===== config.mk =====
export PLATFORM = sky130hd
export DESIGN_NAME = lsu_mem_ctrl
export DESIGN_NICKNAME = d
export VERILOG_FILES = /design/src/rtl/lsu_pkg.sv /design/src/rtl/lsu_mem_ctrl_load_ext.sv /design/src/rtl/lsu_mem_ctrl.sv
export SDC_FILE = /design/constraint.sdc
export NUM_CORES = 1
export LEC_CHECK = 0
export BUFFER_PORTS_ARGS = -buffer_cell sky130_fd_sc_hd__clkbuf_2
export CAP_MARGIN = 25
export CORE_ASPECT_RATIO = 1.5
export CORE_MARGIN = 3
export CORE_UTILIZATION = 40
export CTS_CLUSTER_DIAMETER = 120
export DETAILED_ROUTE_END_ITERATION = 6
export HOLD_SLACK_MARGIN = 0.02
export PLACE_DENSITY = 0.72
export SLEW_MARGIN = 15
export SYNTH_ARGS = -nofsm -noshare
export SYNTH_HDL_FRONTEND = slang
export SYNTH_HIERARCHICAL = 1
export SYNTH_SLANG_ARGS = --single-unit

===== constraint.sdc =====
create_clock -name clk -period 1.5 [get_ports clk]
set_clock_uncertainty 0.1 [all_clocks]
set_input_delay 0.075 -clock clk [delete_from_list [all_inputs] [get_ports clk]]
set_output_delay 0.075 -clock clk [all_outputs]
set_load 0.005 [all_outputs]

===== src/rtl/lsu_pkg.sv =====
// Shared types and constants for the load/store controller.
// Size codes, FSM state encoding and the alignment check used by lsu_mem_ctrl.
package lsu_pkg;

  localparam logic [1:0] SZ_WORD = 2'b01;
  localparam logic [1:0] SZ_HALF = 2'b10;
  localparam logic [1:0] SZ_BYTE = 2'b11;

  typedef enum logic [1:0] {
    ST_IDLE   = 2'd0,
    ST_ACCESS = 2'd1,
    ST_RESP   = 2'd2
  } state_t;

  // Reserved size 00 behaves as a word.
  function automatic logic misaligned(
    input logic [1:0] size,
    input logic [1:0] lsb
  );
    logic m;
    case (size)
      SZ_HALF: m = lsb[0];
      SZ_BYTE: m = 1'b0;
      default: m = |lsb;
    endcase
    return m;
  endfunction

endpackage


===== src/rtl/lsu_mem_ctrl_load_ext.sv =====
// Combinational load extender: size, unsigned flag, raw memory data in;
// 32-bit sign/zero-extended data out. Sub-word fields arrive in the low bits.
module lsu_load_ext
  import lsu_pkg::*;
(
  input  logic [1:0]  size,
  input  logic        uns,
  input  logic [31:0] raw,
  output logic [31:0] ext
);

  logic sb;
  logic sh;

  assign sb = ~uns & raw[7];
  assign sh = ~uns & raw[15];

  always_comb begin
    ext = raw;
    unique case (1'b1)
      (size == SZ_BYTE): ext = {{24{sb}}, raw[7:0]};
      (size == SZ_HALF): ext = {{16{sh}}, raw[15:0]};
      default:           ext = raw;
    endcase
  end

endmodule


===== src/rtl/lsu_mem_ctrl.sv =====
// Load/store controller: one request at a time, one-cycle memory access,
// extended load data back on a valid/ready response channel.
// Ports: req_* request channel, resp_* response channel, mem_* memory port.
// Macro LSU_ALIGN_CHECK_EN enables misalignment detection and resp_err.
module lsu_mem_ctrl
  import lsu_pkg::*;
#(
  parameter int DATA_W = 32
) (
  input  logic              clk,
  input  logic              rst_n,
  input  logic              req_valid,
  output logic              req_ready,
  input  logic              req_we,
  input  logic [1:0]        req_size,
  input  logic              req_unsigned,
  input  logic [DATA_W-1:0] req_addr,
  input  logic [DATA_W-1:0] req_wdata,
  output logic              resp_valid,
  input  logic              resp_ready,
  output logic [DATA_W-1:0] resp_rdata,
  output logic              resp_err,
  output logic              mem_ena,
  output logic              mem_wena,
  output logic [1:0]        mem_w_cs,
  output logic [1:0]        mem_r_cs,
  output logic [DATA_W-1:0] mem_addr,
  output logic [DATA_W-1:0] mem_wdata,
  input  logic [DATA_W-1:0] mem_rdata
);

  state_t state;
  state_t state_nx;

  logic              we_q;
  logic [1:0]        size_q;
  logic              uns_q;
  logic [DATA_W-1:0] addr_q;
  logic [DATA_W-1:0] wdata_q;
  logic [DATA_W-1:0] rdata_q;
  logic [31:0]       ext;
  logic              mis;
  logic              accept;

  assign accept = (state == ST_IDLE) && req_valid;

`ifdef LSU_ALIGN_CHECK_EN
  logic err_q;

  assign mis = misaligned(req_size, req_addr[1:0]);

  always_ff @(posedge clk or negedge rst_n) begin
    if (!rst_n) begin
      err_q <= 1'b0;
    end else if (accept) begin
      err_q <= mis;
    end
  end

  assign resp_err = err_q;
`else
  assign mis      = 1'b0;
  assign resp_err = 1'b0;
`endif

  lsu_load_ext u_ext (
    .size (size_q),
    .uns  (uns_q),
    .raw  (mem_rdata),
    .ext  (ext)
  );

  always_ff @(posedge clk or negedge rst_n) begin
    if (!rst_n) begin
      state   <= ST_IDLE;
      we_q    <= 1'b0;
      size_q  <= 2'b00;
      uns_q   <= 1'b0;
      addr_q  <= '0;
      wdata_q <= '0;
      rdata_q <= '0;
    end else begin
      state <= state_nx;
      if (accept) begin
        we_q    <= req_we;
        size_q  <= req_size;
        uns_q   <= req_unsigned;
        addr_q  <= req_addr;
        wdata_q <= req_wdata;
        rdata_q <= '0;
      end
      if (state == ST_ACCESS) begin
        rdata_q <= we_q ? '0 : ext;
      end
    end
  end

  // Outputs decode only from state and latched fields.
  always_comb begin
    state_nx   = state;
    req_ready  = 1'b0;
    resp_valid = 1'b0;
    mem_ena    = 1'b0;
    mem_wena   = 1'b0;
    mem_w_cs   = 2'b00;
    mem_r_cs   = 2'b00;
    mem_addr   = '0;
    mem_wdata  = '0;
    case (state)
      ST_IDLE: begin
        req_ready = 1'b1;
        if (req_valid) begin
          state_nx = mis ? ST_RESP : ST_ACCESS;
        end
      end
      ST_ACCESS: begin
        mem_ena   = 1'b1;
        mem_wena  = we_q;
        mem_addr  = addr_q;
        mem_wdata = wdata_q;
        mem_w_cs  = we_q ? size_q : 2'b00;
        mem_r_cs  = we_q ? 2'b00 : size_q;
        state_nx  = ST_RESP;
      end
      ST_RESP: begin
        resp_valid = 1'b1;
        if (resp_ready) begin
          state_nx = ST_IDLE;
        end
      end
      default: state_nx = ST_IDLE;
    endcase
  end

  assign resp_rdata = rdata_q;

endmodule


==> impl_metrics.sql, run 1 <==
INSERT INTO impl_metrics (metric_group, metric, value, unit) VALUES
('run_status', 'status', 'finished with violations', ''),
('run_status', 'failed_checks', 'setup timing', ''),
('route', 'drcViolationCount', '0', ''),
('power', 'vdd.ir_drop.worst', '1030', 'uV'),
('route', 'route.antenna.remaining_nets', '0', ''),
('grt', 'grt_util_all_layers', '22.9', '%'),
('critical_path', 'critical_path.most_common_cell', 'buf_6', ''),
('place', 'gp_congestion', '0.735', ''),
('cts', 'h_tree_levels', '3', ''),
('route', 'detailedRoute.firstPassIterationCount', '4', ''),
('critical_path', 'slowest_delay', '0.41', 'ns'),
('layout', 'layout.cells.most_common_list', 'clkbuf_2, dfrtp_1, dlygate4sd3_1, and2_1, mux2_2', ''),
('grt', 'maximum_number_of_pins_on_one_net_before_global_route_repair', '57', ''),
('cts', 'worst_setup_hold_path_clk_slew', '0.08', 'ns'),
('synthesis', 'synth.lib_cells_used.distinct', '24', ''),
('floorplanning', 'floorplan.initialDensity', '41.6', '%'),
('critical_path', 'cp-end-kind', 'output port', ''),
('synthesis', 'postSynthAreaPerCell', '12.9', 'um^2'),
('sta', 'finalMaxSlewViolations', '0', ''),
('sta', 'final.setup.worst_slack', '-0.403', 'ns'),
('route', 'drt-total-wl', '15800', 'um'),
('layout', 'nets', '780', ''),
('synthesis', 'synth.area.top_cells', 'dfrtp_1, mux2_2, and2_1, a22o_1, o22ai_2', ''),
('place', 'numPlacedInstances', '692', ''),
('power', 'pwr_density_cell', '1780', 'nW/um^2'),
('grt', 'grt-ovfl-total', '0', ''),
('synthesis', 'syn_area', '4650', 'um^2'),
('synthesis', 'synthDominantCellAreaShare', '54.9', '%'),
('grt', 'grt_pass1_vias', '4422', ''),
('cts', 'cts.sinks', '102', ''),
('floorplanning', 'die_area', '13000', 'um^2'),
('floorplanning', 'core', '11200', 'um^2'),
('layout', 'finish.cell_count_without_fillers', '828', ''),
('synthesis', 'total_nets_after_synthesis', '463', ''),
('place', 'portBuffers', '207', ''),
('floorplanning', 'pin_count', '209', ''),
('layout', 'proportion_of_layout_cells_with_a_drive_suffix_above_1', '55.9', '%'),
('hold_path', 'worst_hold_path_type', 'in2reg', ''),
('route', 'num_vias', '4123', ''),
('critical_path', 'worst_path_cell_with_the_longest_stage_delay', 'dfrtp_1', ''),
('route', 'vias_per_cell', '4.98', ''),
('critical_path', 'worst_ep_arrival_time', '1.73', 'ns'),
('cts', 'cts_max_path_buffers', '2', ''),
('route', 'wl_per_cell', '19.1', 'um'),
('sta', 'fmax', '0.525', 'GHz'),
('floorplanning', 'fp.dieH', '138', 'um'),
('cts', 'cts-root-buf', 'clkbuf_16', ''),
('route', 'drtIter0Drc', '127', ''),
('synthesis', 'yosys_warnings', '6', ''),
('floorplanning', 'chipWidth', '94.0', 'um'),
('critical_path', 'worstPathMaxFanout', '5', ''),
('critical_path', 'worst_ep_required_time', '1.32', 'ns'),
('cts', 'later_pin_clock_latency_in_the_skew_report', '0.34', 'ns'),
('synthesis', 'synth.ff_latch_count', '102', ''),
('sta', 'rsz0062_at_grt', 'true', ''),
('cts', 'cts_tree', 'built', ''),
('layout', 'area.growth.synth_to_final', '73.9', '%'),
('layout', 'antenna-diode-count', '0', ''),
('cts', 'total_clock_buffers_created_by_cts', '9', ''),
('critical_path', 'timing.critical_path.from_type', 'flip-flop', ''),
('critical_path', 'path_cells', 'buf_6 > buf_4 > buf_6 > nor3b_4 > and2_4 > buf_6', ''),
('sta', 'final-setup-viol-count', '171', ''),
('floorplanning', 'std_cell_rows', '47', ''),
('layout', 'fillerInstances', '724', ''),
('grt', 'grt_pass1_wl', '22800', 'um'),
('critical_path', 'path_class', 'reg2out', ''),
('synthesis', 'synth.largest_area_cell', 'dfrtp_1', ''),
('place', 'post-dp-hpwl', '8460', 'um'),
('grt', 'antenna_found_initial', '0', ''),
('sta', 'final-hold-violation-count', '0', ''),
('power', 'total_leakage_power', '4.11', 'nW'),
('power', 'fin_total_pwr', '14.4', 'mW'),
('sta', 'layout_min_cycle_time', '1.90', 'ns'),
('sta', 'timing.final.crit_share', '127', '%'),
('synthesis', 'post_synth_inst_count', '359', ''),
('job', 'timing.max_cap.violations', '0', ''),
('layout', 'layout.cells.most_common', 'clkbuf_2', ''),
('synthesis', 'portion_of_the_post_synthesis_area_used_by_sequential_elements', '54.9', '%'),
('sta', 'final.hold.worst_slack', '0.0392', 'ns');
-- stage by stage --
step / setup TNS (ns) / util [%] / setup WS, ns / cell area, um^2
4_1_cts: -37.73 / 69.1 / -0.319 / 7720
6_report: -45.71 / 72.3 / -0.403 / 8080
3_3_place_gp: -3.21 / 52.8 / -0.0725 / 5900
2_1_floorplan: -0.608 / - / -0.0675 / 4680
3_5_place_dp: -4.32 / 52.8 / -0.101 / 5900
5_1_grt: -52.52 / 72.3 / -0.431 / 8080
-- report_power, final --
group          switching, mW  total, mW  internal [mW]  leakage (nW)
Combinational           2.71       7.20           4.48          2.71
Clock                   1.09       2.41           1.32         0.148
Sequential             0.786       4.81           4.02          1.25
-- path summary, 6_finish.rpt --
path / cells past startpoint / slack (ns) / startpoint / end
min in group asynchronous: 2 / 0.05 / rst_n / resp_rdata[1]$_DFFE_PN0P_
setup reg to reg: 8 / -0.37 / state[1]$_DFFE_PN0P_ / resp_rdata[19]$_DFFE_PN0P_
hold reg to reg: 1 / 0.40 / wdata_q[18]$_DFFE_PN0P_ / wdata_q[18]$_DFFE_PN0P_
setup / recovery: 6 / -0.40 / state[1]$_DFFE_PN0P_ / mem_r_cs[0]
hold / removal: 3 / 0.04 / mem_rdata[15] / resp_rdata[15]$_DFFE_PN0P_
max in group asynchronous: 3 / 0.59 / rst_n / addr_q[8]$_DFFE_PN0P_
-- per-layer routing --
layer / vias up / track usage, % / part of all wire (%)
li1: 1875 / - / -
met1: 2031 / 25.7 / 36
met2: 183 / 42.3 / 55
met3: 34 / 4.56 / 5.9
met4: 0 / 8.59 / 2.9
met5: - / 0 / 0
-- cell usage after synthesis, drive strengths merged --
cell,instances
nor2b,1
o22ai,16
conb,1
inv,17
nor3b,2
nand2,1
nor2,1
and2b,1
a21o,9
dfrtp,102
and4b,1
and2,67
a22o,32
mux2i,1
and3,2
clkbuf,9
buf,26
mux2,68
nand2b,1
o21bai,1
-- cell families (layout without fill, tap and decap cells) --
logic type | after synthesis | in the layout | share of synthesized area [%]
and+or+nand+nor | 77 | 77 | 10.7
muxes | 69 | 69 | 17.0
DFF | 102 | 102 | 54.9
other | 1 | 1 | 0.0807
AOI/OAI and AO/OA | 58 | 58 | 11.2
buffers and inverters | 52 | 374 | 6.17
-- layout make-up --
| cell class | count | area [um^2] | share of cell area (%) |
|---|---|---|---|
| clock buffer | 9 | 225 | 2.79 |
| clock inverter | 7 | 80.1 | 0.991 |
| inverter | 17 | 63.8 | 0.790 |
| multi-input combinational | 205 | 2020 | 25.0 |
| sequential | 102 | 2550 | 31.6 |
| tap | 147 | 184 | 2.28 |
| timing repair buffer | 341 | 2950 | 36.6 |
-- flip-flops by register name, summed over array words and instances (netlist names) --
name / count
size_q: 2
resp_rdata: 32
addr_q: 32
wdata_q: 32
we_q: 1
uns_q: 1
state: 2
-- repair_timing --
item	in CTS	in global routing
pin swaps	3	22
buffers inserted	18	3
setup endpoints to repair	153	167
gates cloned	13	5
hold buffers	85	0
resized for setup	41	89
endpoints found under the hold margin	186	0
-- worst max-delay path, delay by kind of cell (launching register included) --
family,cells,cell delay (ns)
and+or+nand+nor,2,0.52
DFF,1,0.41
buffers and inverters,4,0.46
(Power assumes the default switching activity.)
==> inputs of run 2 (changes only) <==
--- a/config.mk
+++ b/config.mk
@@ -14,6 +14,7 @@
 export DETAILED_ROUTE_END_ITERATION = 6
 export HOLD_SLACK_MARGIN = 0.02
 export PLACE_DENSITY = 0.72
+export SETUP_SLACK_MARGIN = 0.02
 export SLEW_MARGIN = 15
 export SYNTH_ARGS = -nofsm -noshare
 export SYNTH_HDL_FRONTEND = slang
==> run 2 against run 1 <==
  * The flow still finishes with violations (setup timing)
  * Clock power barely moved
  * Routed wire length decreased by 0.29%
  * Non-clock buffer count unchanged
  * Register-to-register slack about the same
  * Critical path type unchanged
  * Sequential share of layout area unchanged
  * Global-route usage is the same
  * Total power about the same
==> impl_metrics.sql, run 2 (same netlist as run 1, synthesis figures left out) <==
INSERT INTO impl_metrics (metric_group, metric, value, unit) VALUES
('run_status', 'status', 'finished with violations', ''),
('run_status', 'failed_checks', 'setup timing', ''),
('place', 'numPlacedInstances', '692', ''),
('critical_path', 'timing.reg2reg.setup_slack', '-0.36', 'ns'),
('grt', 'grt-ovfl-total', '0', ''),
('cts', 'cts_tree', 'built', ''),
('cts', 'cts-root-buf', 'clkbuf_16', ''),
('layout', 'post-route-util', '72.3', '%'),
('layout', 'antenna-diode-count', '0', ''),
('sta', 'final-hold-violation-count', '0', ''),
('sta', 'final-setup-viol-count', '171', ''),
('power', 'vdd.ir_drop.worst', '1020', 'uV'),
('floorplanning', 'core', '11200', 'um^2'),
('power', 'total_leakage_power', '4.11', 'nW'),
('critical_path', 'critPathLaunch', 'state[1]$_DFFE_PN0P_', ''),
('critical_path', 'path_class', 'reg2out', ''),
('grt', 'grt_util_all_layers', '22.9', '%'),
('critical_path', 'path_cells', 'buf_6 > buf_4 > buf_6 > nor3b_4 > and2_4 > buf_6', ''),
('floorplanning', 'fp.dieH', '138', 'um'),
('critical_path', 'crit-reg2reg-launch', 'state[1]$_DFFE_PN0P_', ''),
('route', 'vias_per_cell', '5.01', ''),
('job', 'timing.max_cap.violations', '0', ''),
('layout', 'finish.cell_count_without_fillers', '828', ''),
('place', 'portBuffers', '207', ''),
('layout', 'nets', '780', ''),
('critical_path', 'slowest_delay', '0.40', 'ns'),
('place', 'gp_congestion', '0.735', ''),
('cts', 'cts.sinks', '102', ''),
('critical_path', 'cp-end-kind', 'output port', ''),
('layout', 'proportion_of_layout_cells_with_a_drive_suffix_above_1', '55.9', '%'),
('sta', 'timing.final.crit_share', '126', '%'),
('floorplanning', 'floorplan.initialDensity', '41.6', '%'),
('critical_path', 'worst_path_cell_with_the_longest_stage_delay', 'dfrtp_1', ''),
('grt', 'grt_pass1_vias', '4427', ''),
('sta', 'layout_min_cycle_time', '1.89', 'ns'),
('route', 'wl_per_cell', '19.0', 'um'),
('sta', 'finalMaxSlewViolations', '0', ''),
('sta', 'final.setup.worst_slack', '-0.390', 'ns'),
('sta', 'final.setup.tns', '-44.84', 'ns'),
('cts', 'cts_max_path_buffers', '2', ''),
('cts', 'total_clock_buffers_created_by_cts', '9', ''),
('cts', 'h_tree_levels', '3', ''),
('route', 'route.antenna.remaining_nets', '0', ''),
('layout', 'layout.cells.most_common', 'clkbuf_2', ''),
('power', 'pwr_density_cell', '1780', 'nW/um^2'),
('critical_path', 'crit_end', 'mem_r_cs[0]', ''),
('grt', 'antenna_found_initial', '0', ''),
('critical_path', 'worst_ep_required_time', '1.32', 'ns'),
('critical_path', 'worst_ep_arrival_time', '1.72', 'ns'),
('hold_path', 'worst_hold_path_type', 'in2reg', ''),
('cts', 'later_pin_clock_latency_in_the_skew_report', '0.34', 'ns'),
('grt', 'maximum_number_of_pins_on_one_net_before_global_route_repair', '57', ''),
('route', 'detailedRoute.firstPassIterationCount', '4', ''),
('route', 'drt-total-wl', '15800', 'um'),
('critical_path', 'critical_path.most_common_cell', 'buf_6', ''),
('critical_path', 'worstPathMaxFanout', '5', ''),
('floorplanning', 'chipWidth', '94.0', 'um'),
('route', 'drtIter0Drc', '126', ''),
('route', 'drcViolationCount', '0', ''),
('grt', 'grt_pass1_wl', '22800', 'um'),
('cts', 'worst_setup_hold_path_clk_slew', '0.08', 'ns'),
('critical_path', 'reg2reg_to', 'resp_rdata[19]$_DFFE_PN0P_', ''),
('place', 'post-dp-hpwl', '8460', 'um'),
('floorplanning', 'std_cell_rows', '47', ''),
('critical_path', 'timing.critical_path.from_type', 'flip-flop', ''),
('critical_path', 'rr_worst_depth', '8', ''),
('sta', 'fmax', '0.529', 'GHz'),
('layout', 'layout.cells.most_common_list', 'clkbuf_2, dfrtp_1, dlygate4sd3_1, and2_1, mux2_2', ''),
('sta', 'rsz0062_at_grt', 'true', ''),
('floorplanning', 'die_area', '13000', 'um^2'),
('layout', 'area.growth.synth_to_final', '73.9', '%'),
('floorplanning', 'pin_count', '209', ''),
('route', 'num_vias', '4151', '');
## run 2: cell counts in the layout (fill, tap and decap cells not counted)
No cell type changed its count.
## run 2: what timing repair did
item,4_1_cts,5_1_grt
setup endpoints to repair,154,172
endpoints found under the hold margin,186,0
pin swaps,3,22
gates resized for setup,41,89
buffers inserted,18,3
gates cloned,13,5
hold buffers,85,0
## run 2: critical path, delay by kind of cell, from the launching register on
family        cells  cell delay [ns]
buf+inv           4             0.46
simple gates      2             0.52
flops             1             0.40
## run 2: where the power goes
group          switching (mW)  internal [mW]  total, mW
registers               0.787           4.02       4.81
logic                    2.71           4.48       7.19
clock network            1.08           1.32       2.40
## run 2: worst min-delay path by stage
| stage | slack (ns) | to | from | depth (start not counted) |
|---|---|---|---|---|
| floorplan | -0.32 | addr_q[0]$_DFFE_PN0P_ | rst_n | 0 |
| global placement | -0.13 | resp_rdata[1]$_DFFE_PN0P_ | rst_n | 1 |
| detailed placement | -0.12 | resp_rdata[8]$_DFFE_PN0P_ | rst_n | 1 |
| CTS | 0.03 | resp_rdata[15]$_DFFE_PN0P_ | mem_rdata[15] | 3 |
| global route | 0.04 | resp_rdata[15]$_DFFE_PN0P_ | mem_rdata[15] | 3 |
| finish | 0.04 | resp_rdata[15]$_DFFE_PN0P_ | mem_rdata[15] | 3 |
## run 2: final cells by class
| type | count | area [um^2] |
|---|---|---|
| fillers | 724 | 3090 |
| repair buffers | 341 | 2950 |
| flip-flops and latches | 102 | 2550 |
| multi-input cells | 205 | 2020 |
| clock buffers | 9 | 225 |
| well taps | 147 | 184 |
| clock inverters | 7 | 80.1 |
| inverters | 17 | 63.8 |
## run 2: stage by stage
stage | instance area [um^2] | worst slack (ns) | hold WS, ns | power [mW]
6_report | 8080 | -0.390 | 0.0355 | 14.4
5_1_grt | 8080 | -0.441 | 0.0403 | 15.2
4_1_cts | 7720 | -0.319 | 0.0258 | 13.6
3_5_place_dp | 5900 | -0.101 | -0.116 | 9.52
3_3_place_gp | 5900 | -0.0725 | -0.127 | 9.32
2_1_floorplan | 4680 | -0.0675 | -0.321 | 7.62
## run 2: routing by layer
layer / track usage, % / vias to the layer above / wire (um)
li1: - / 1871 / -
met1: 25.6 / 2053 / 5590
met2: 42.2 / 195 / 8780
met3: 4.61 / 32 / 957
met4: 8.84 / 0 / 436
met5: 0 / - / 0
